`config.mk`:
```
export PLATFORM = sky130hd
export DESIGN_NAME = dmem_mmio
export DESIGN_NICKNAME = d
export VERILOG_FILES = /design/src/rtl/dmem_mmio.sv
export SDC_FILE = /design/constraint.sdc
export NUM_CORES = 2
export LEC_CHECK = 0
export ABC_AREA = 1
export BUFFER_PORTS_ARGS = -buffer_cell sky130_fd_sc_hd__buf_2
export CAP_MARGIN = 30
export CORE_UTILIZATION = 45
export CTS_CLUSTER_SIZE = 16
export DETAILED_ROUTE_END_ITERATION = 8
export MAX_ROUTING_LAYER = met4
export PLACE_DENSITY = 0.56
export SETUP_SLACK_MARGIN = 0.5
export SKIP_LAST_GASP = 1
export SYNTH_ARGS = -nofsm -noshare
export SYNTH_HDL_FRONTEND = slang
export SYNTH_SLANG_ARGS = --single-unit
```
`constraint.sdc`:
```
create_clock -name clk -period 4.6 [get_ports clk]
set_clock_uncertainty 0.1 [all_clocks]
set_input_delay 0.46 -clock clk [delete_from_list [all_inputs] [get_ports clk]]
set_output_delay 0.46 -clock clk [all_outputs]
set_load 0.05 [all_outputs]
```
`src/rtl/dmem_mmio.sv`:
```
// dmem_mmio: data RAM plus MMIO page (compare timer, 4-entry TX FIFO).
// Ports: clk/reset (sync, active-low), memwrite/addr/writedata/readdata
// core bus, tx_valid/tx_data/tx_ready byte stream, timer_irq.
module dmem_mmio #(
    parameter int RAM_AW     = 6,
    parameter int FIFO_DEPTH = 4
) (
    input  logic        clk,
    input  logic        reset,
    input  logic        memwrite,
    input  logic [31:0] addr,
    input  logic [31:0] writedata,
    output logic [31:0] readdata,
    output logic        tx_valid,
    output logic [7:0]  tx_data,
    input  logic        tx_ready,
    output logic        timer_irq
);

    logic [31:0] ram [0:(1<<RAM_AW)-1];
    logic [RAM_AW-1:0] ridx;
    logic ram_hit, mmio_hit;
    logic [5:0] off;

    logic sel_cnt, sel_ctrl, sel_cmp, sel_txd, sel_stat;

    logic [31:0] tcount, tcmp;
    logic en, irq_en, expired;
    logic tmatch;

    logic [7:0] fifo [0:3];
    logic [1:0] rptr, wptr;
    logic [2:0] fcount;
    logic ovf;
    logic fifo_full, fifo_empty;
    logic pop, push_req, push, drop;

    logic unused;

    assign unused = ^addr[1:0];

    assign ram_hit  = (addr[31:16] == 16'h0000) &&
                      ((addr[15:0] >> (RAM_AW + 2)) == 16'h0000);
    assign mmio_hit = (addr[31:8] == 24'hFFFF00);
    assign ridx     = addr[RAM_AW+1:2];
    assign off      = addr[7:2];

    assign sel_cnt  = mmio_hit && (off == 6'd0);
    assign sel_ctrl = mmio_hit && (off == 6'd1);
    assign sel_cmp  = mmio_hit && (off == 6'd2);
    assign sel_txd  = mmio_hit && (off == 6'd4);
    assign sel_stat = mmio_hit && (off == 6'd5);

    assign tmatch = en && (tcount == tcmp);

    assign fifo_full  = (fcount == 3'(FIFO_DEPTH));
    assign fifo_empty = (fcount == 3'd0);
    assign tx_valid   = !fifo_empty;
    assign tx_data    = fifo[rptr];
    assign pop        = tx_valid && tx_ready;
    assign push_req   = memwrite && sel_txd;
    // A pop in the same cycle frees the slot a full-FIFO push needs.
    assign push       = push_req && (!fifo_full || pop);
    assign drop       = push_req && !push;

    assign timer_irq = expired && irq_en;

    always_comb begin
        readdata = 32'h0;
        if (ram_hit) begin
            readdata = ram[ridx];
        end else if (mmio_hit) begin
            case (off)
                6'd0:    readdata = tcount;
                6'd1:    readdata = {29'h0, irq_en, expired, en};
                6'd2:    readdata = tcmp;
                6'd5:    readdata = {26'h0, fcount, ovf,
                                     fifo_empty, fifo_full};
                default: readdata = 32'h0;
            endcase
        end
    end

    always_ff @(posedge clk) begin
        if (reset && memwrite && ram_hit) begin
            ram[ridx] <= writedata;
        end
    end

    always_ff @(posedge clk) begin
        if (reset && push) begin
            fifo[wptr] <= writedata[7:0];
        end
    end

    always_ff @(posedge clk) begin
        if (!reset) begin
            tcount  <= 32'h0;
            tcmp    <= 32'hFFFF_FFFF;
            en      <= 1'b0;
            irq_en  <= 1'b0;
            expired <= 1'b0;
            rptr    <= 2'd0;
            wptr    <= 2'd0;
            fcount  <= 3'd0;
            ovf     <= 1'b0;
        end else begin
            if (memwrite && sel_cnt) begin
                tcount <= writedata;
            end else if (tmatch) begin
                tcount <= 32'h0;
            end else if (en) begin
                tcount <= tcount + 32'd1;
            end

            if (memwrite && sel_cmp) begin
                tcmp <= writedata;
            end

            if (memwrite && sel_ctrl) begin
                en     <= writedata[0];
                irq_en <= writedata[2];
            end

            // A count write pre-empts the compare, so no expiry then.
            if (tmatch && !(memwrite && sel_cnt)) begin
                expired <= 1'b1;
            end else if (memwrite && sel_ctrl && writedata[1]) begin
                expired <= 1'b0;
            end

            if (push) begin
                wptr <= wptr + 2'd1;
            end
            if (pop) begin
                rptr <= rptr + 2'd1;
            end
            case ({push, pop})
                2'b10:   fcount <= fcount + 3'd1;
                2'b01:   fcount <= fcount - 3'd1;
                default: fcount <= fcount;
            endcase

            if (drop) begin
                ovf <= 1'b1;
            end else if (memwrite && sel_stat && writedata[2]) begin
                ovf <= 1'b0;
            end
        end
    end

endmodule
```
# ---- Word level (Yosys, flattened, before mapping)
# Memories as Yosys holds them, arrays and structs flattened. A register that Yosys moved wholly into a read port is not among the register bits.
# Index checks and enable logic that the tools add are counted.
dict set report word_totals {
  output_inout_bits 42
  n_memories 2
  reg_bits 75
  inputBits 68
  mem_bits_rw 2080
}
# memory depth width rd rd_clocked_by_memory_dff wr line
set mem_list {}
lappend mem_list {ram 64 32 1 0 1 20} ;# logic [31:0] ram [0:(1<<RAM_AW)-1];
lappend mem_list {fifo 4 8 1 1 1 31} ;# logic [7:0] fifo [0:3];
dict set report classes {
  reduce_logical 35
  addsub 5
  muxes 17
  n_eq_ne 9
}
# operator n
set op_table {}
lappend op_table {{2-to-1 mux 32 bit} 5}
lappend op_table {{case mux 32 bit (4 select lines)} 1}
lappend op_table {{adder 32 x 1 -> 32 bit, second input constant} 1}
lappend op_table {{equality test 32 bit} 1}
lappend op_table {{zero test 16 bit} 2}
lappend op_table {{equality test 24 bit, second input constant} 1}
lappend op_table {{logical AND 1 bit} 22}
lappend op_table {{equality test 6 x 3 -> 1 bit, second input constant} 2}
lappend op_table {{2-to-1 mux 1 bit} 8}
lappend op_table {{equality test 6 x 1 -> 1 bit, second input constant} 1}
lappend op_table {{equality test 6 x 2 -> 1 bit, second input constant} 1}
lappend op_table {{zero test 6 bit} 1}
lappend op_table {{case mux 3 bit (2 select lines)} 1}
lappend op_table {{nonzero test 2 bit} 3}
lappend op_table {{adder 2 x 1 -> 2 bit, second input constant} 2}
lappend op_table {{zero test 1 bit} 4}
lappend op_table {{2-to-1 mux 2 bit} 2}
lappend op_table {{adder 3 x 1 -> 3 bit, second input constant} 1}
lappend op_table {{equality test 3 bit, second input constant} 1}
lappend op_table {{zero test 3 bit} 1}
lappend op_table {{nonzero test 3 bit} 1}
lappend op_table {{subtractor 3 x 1 -> 3 bit, second input constant} 1}
lappend op_table {{equality test 2 x 1 -> 1 bit, second input constant} 1}
lappend op_table {{equality test 2 bit, second input constant} 1}
lappend op_table {{logical OR 1 bit} 1}

# ---- Depth between registers and ports, before layout
dict set report logic_depth {
  depth_word 8
  mapped_depth 17
}

# ---- Least setup slack after synthesis
# Ideal clock, no wire load.
dict set report synth_timing {
  path_kind {input -> register}
  start {input addr[15]}
  end {memory ram[11][0] (enable)}
  setup_time_ns 0.421
  required_time_ns 4.079
  stages 8
  arrival_ns 2.982
  setup_slack_ns 1.097
  path_cell_list {nor2_1 -> nand2_1 -> nor2_2 -> and2_1 -> nand2_1 -> nor2_2 -> nand4_1 -> nor2_1}
}
dict set report synth_between {
  elab_chain_len 5
}
# element line
set synth_rtl {}
lappend synth_rtl {{start, declared} 11} ;# input logic [31:0] addr,
lappend synth_rtl {{zero test 16 bit} 43} ;# ((addr[15:0] >> (RAM_AW + 2)) == 16'h0000);
lappend synth_rtl {{logical AND 1 bit} 42} ;# assign ram_hit = (addr[31:16] == 16'h0000) &&
lappend synth_rtl {{logical AND 1 bit} 85} ;# if (reset && memwrite && ram_hit) begin
lappend synth_rtl {{2-to-1 mux 1 bit} 85}
lappend synth_rtl {{2-to-1 mux 1 bit (not written as such)} 86} ;# ram[ridx] <= writedata;
lappend synth_rtl {{end, declared} 20}
# Every way passes these cells.

# ---- Worst setup path in the final report
dict set report layout_timing {
  start {input addr[2]}
  end {output readdata[24]}
}
dict set report layout_between {
  elab_chain_len 4
  word_cells_on_any_way 8
  classes_between {3 x eq/ne; 3 x mux; 1 x reduce/logical; 1 x memory}
}
# element line
set layout_rtl {}
lappend layout_rtl {{branches (longest 3 deep; another with memory (64 x 32 bit))} n/a}
lappend layout_rtl {{2-to-1 mux 32 bit (*)} 70} ;# if (ram_hit) begin
lappend layout_rtl {{end, declared} 13} ;# output logic [31:0] readdata,
# Mark *: on every way between the ends.

==> results.toml <==
[cells_and_area]
syn2layout_area_growth_pct = 13.8
drive_above_1_share = 0.0826
fillCellCount = 17900
nNetsFinal = 9222

[placement]
post-place-ws_ps = 529
dp_hpwl_um = 162000
gp_congestion = 0.936
io_buffers = 107

[power_and_ir_drop]
vdd_drop_max_uv = 411
p_leak_nw = 42.1
p_total_mw = 41.5
power.density_nw_per_um2 = 395

[timing]
post-route-period-util = 0.867
max_freq_ghz = 0.251
relSlewSlack = 0.305
tightest_slew_ps = 1040
setup_slack_ps = 610
fin_tns_setup_ps = 0
finalSetupViolations = 0
finalCriticalPeriod_ps = 3990
finalHoldViolations = 0
rsz0062_at_grt = "false"
slew_viol_final = 0

[clock_network]
clock_sink_count = 2157
cts_max_level = 4
cts_buffers = 223
clkLatencyLatePin_ps = 890
cts_tree = "yes"
cts_buffer_depth = 3
root_buffer = "clkbuf_16"
clkTransAtPathRegs_ps = 60

[routing]
vias_per_cell = 5.31
drt_iter0_markers = 6862
wl_per_cell_um = 23.4
via_count = 63800
wirelength_um = 281000
ant_nets = 0
drtPass1Iterations = 8
route.detailed.drc = 0

[floorplanning]
core_um2 = 203000
die_y_um = 455
die-width_um = 455
die-area_um2 = 207000
start_util = 0.455
pin_count = 110
core.rowCount = 165

[worst_setup_path]
crit_buf_inv = 5
cp_top_family = "buffers and inverters"
criticalPathCategory = "in -> out"
worst_setup_path_start_kind = "input pin"
end_kind = "primary output"
cpMostUsedCell = "nand2_1"
crit_path_max_fanout = 65
critical_path_arrival_ps = 3430
critPathLaunch = "addr[2]"
required_ps = 4040
cpMaxStageDelayCell = "o21ai_1"
slowest_delay_ps = 310
path_cells = "buf_8 -> buf_12 -> buf_12 -> buf_4 -> nand2_1 -> nand3_1 -> nand4_1 -> nand3_1 -> nand2_1 -> nand2_1 -> nand2_1 -> o21ai_1 -> nand2_1 -> buf_12"
reg2reg_from = "en"

[synthesis]
synth-edff-count = 2080
yosys_most_used_dff = "edfxtp_1"
ys_top_cells_by_count = "nand2_1, edfxtp_1, inv_1, nand3_1, nor2_1"
synth_area_leader_cell = "edfxtp_1"
syn_nets = 9045
yosysMostFrequentCell = "nand2_1"
postSynthCellCount = 8971
synth.top_cell.area_share = 0.676
synth-async-reset-ratio = 0
synth_area_leaders = "edfxtp_1, nand2_1, nand3_1, inv_1, nor2_1"
synth_area_per_cell_um2 = 10.3
yosys_warnings = 0
ys_seq_area_frac = 0.693
ys_ff_latch = 2157
synthDistinctLibCells = 41
syn_area_um2 = 92300

[grt]
grt_use_total = 0.278
antenna_found_initial = 11
grt_pass1_vias = 60300
grt_overflow = 0
grt_pass1_wl_um = 407000
grt_max_degree = 92

[hold_path]
hold_start = "writedata[30]"
hp-class = "in -> reg"

[job]
max_cap_viol_count = 0

[status]
outcome = "complete, no violations"
==> sequential cells by signal, summed over array words and instances (netlist names), named ones only <==
name and count:
ram 2048, fifo 32, tcmp 32, tcount 32
fcount 3, rptr 2, wptr 2, en 1
expired 1, irq_en 1, ovf 1
==> final cells by class <==
cell class	count	area (µm²)	area share
tap	2672	3340	0.0318
inverter	1060	4000	0.0381
timing repair buffer	399	4100	0.0390
sequential	2157	64000	0.609
antenna	4	10.0	0.0000953
clock buffer	282	5890	0.0560
multi-input combinational	5307	22800	0.217
clock inverter	126	917	0.00873
==> kinds of logic (layout without fill, tap and decap cells) <==
logic type | Yosys count | after routing | share of synthesized area
compound gates | 411 | 411 | 0.0239
xor+xnor | 34 | 34 | 0.00322
fa+ha+maj | 6 | 6 | 0.000894
buf+inv | 1507 | 1867 | 0.0656
flops | 2157 | 2157 | 0.693
other cells | 0 | 4 | 0
simple gates | 4856 | 4856 | 0.213
==> worst reg2reg max path, delay by kind of cell, from the launching register on <==
family,cells,cell delay (ps)
AOI/OAI and AO/OA,1,190
DFF,1,310
and+or+nand+nor,6,1070
buffers and inverters,2,1080
==> report_power, final <==
part	total, mW	switching, mW	internal [mW]
Clock	17.1	7.58	9.55
Combinational	2.81	2.14	0.667
Sequential	21.6	0.0291	21.5
==> per-layer routing <==
metal	GRT usage	part of all wire
met5	-	0
met2	0.427	0.46
met1	0.384	0.43
met4	0.0920	0.033
met3	0.0368	0.079
==> per-stage QoR <==
stage / instance area (µm²) / instances / hold slack [ps] / utilization
2_1_floorplan: 92300 / 8971 / 336 / -
3_3_place_gp: 98000 / 11600 / 349 / 0.483
3_5_place_dp: 98100 / 11600 / 365 / 0.483
4_1_cts: 105000 / 12000 / 24.8 / 0.518
5_1_grt: 105000 / 12000 / 64.1 / 0.518
6_report: 105000 / 12000 / 81.8 / 0.518
==> worst paths after layout <==
path | end | depth (start not counted) | slack, ps
min reg2reg | flop | 2 | 370
min | ram[38][30] | 1 | 80
max | readdata[24] | 14 | 610
max reg2reg | expired | 9 | 1800
==> layout by cell type, fill, tap and decap left out, types with 54 or more instances in the layout <==
cell / count
nand4_1: 101
o21ai_0: 132
clkinv_1: 58
nor2_4: 69
clkbuf_16: 226
nand2_1: 3411
inv_1: 1052
buf_12: 93
a21oi_1: 172
buf_4: 236
dfxtp_1: 77
nor2_1: 386
nand3_1: 861
edfxtp_1: 2080
clkbuf_1: 54
==> what timing repair did <==
| item | CTS | global route |
|---|---|---|
| buffers inserted | 0 | 0 |
| setup endpoints to repair | 0 | 4 |
| hold buffers | 16 | 0 |
| endpoints found under the hold margin | 245 | 0 |
| gates resized for setup | 0 | 2 |
Power figures use the tool's default switching activity.
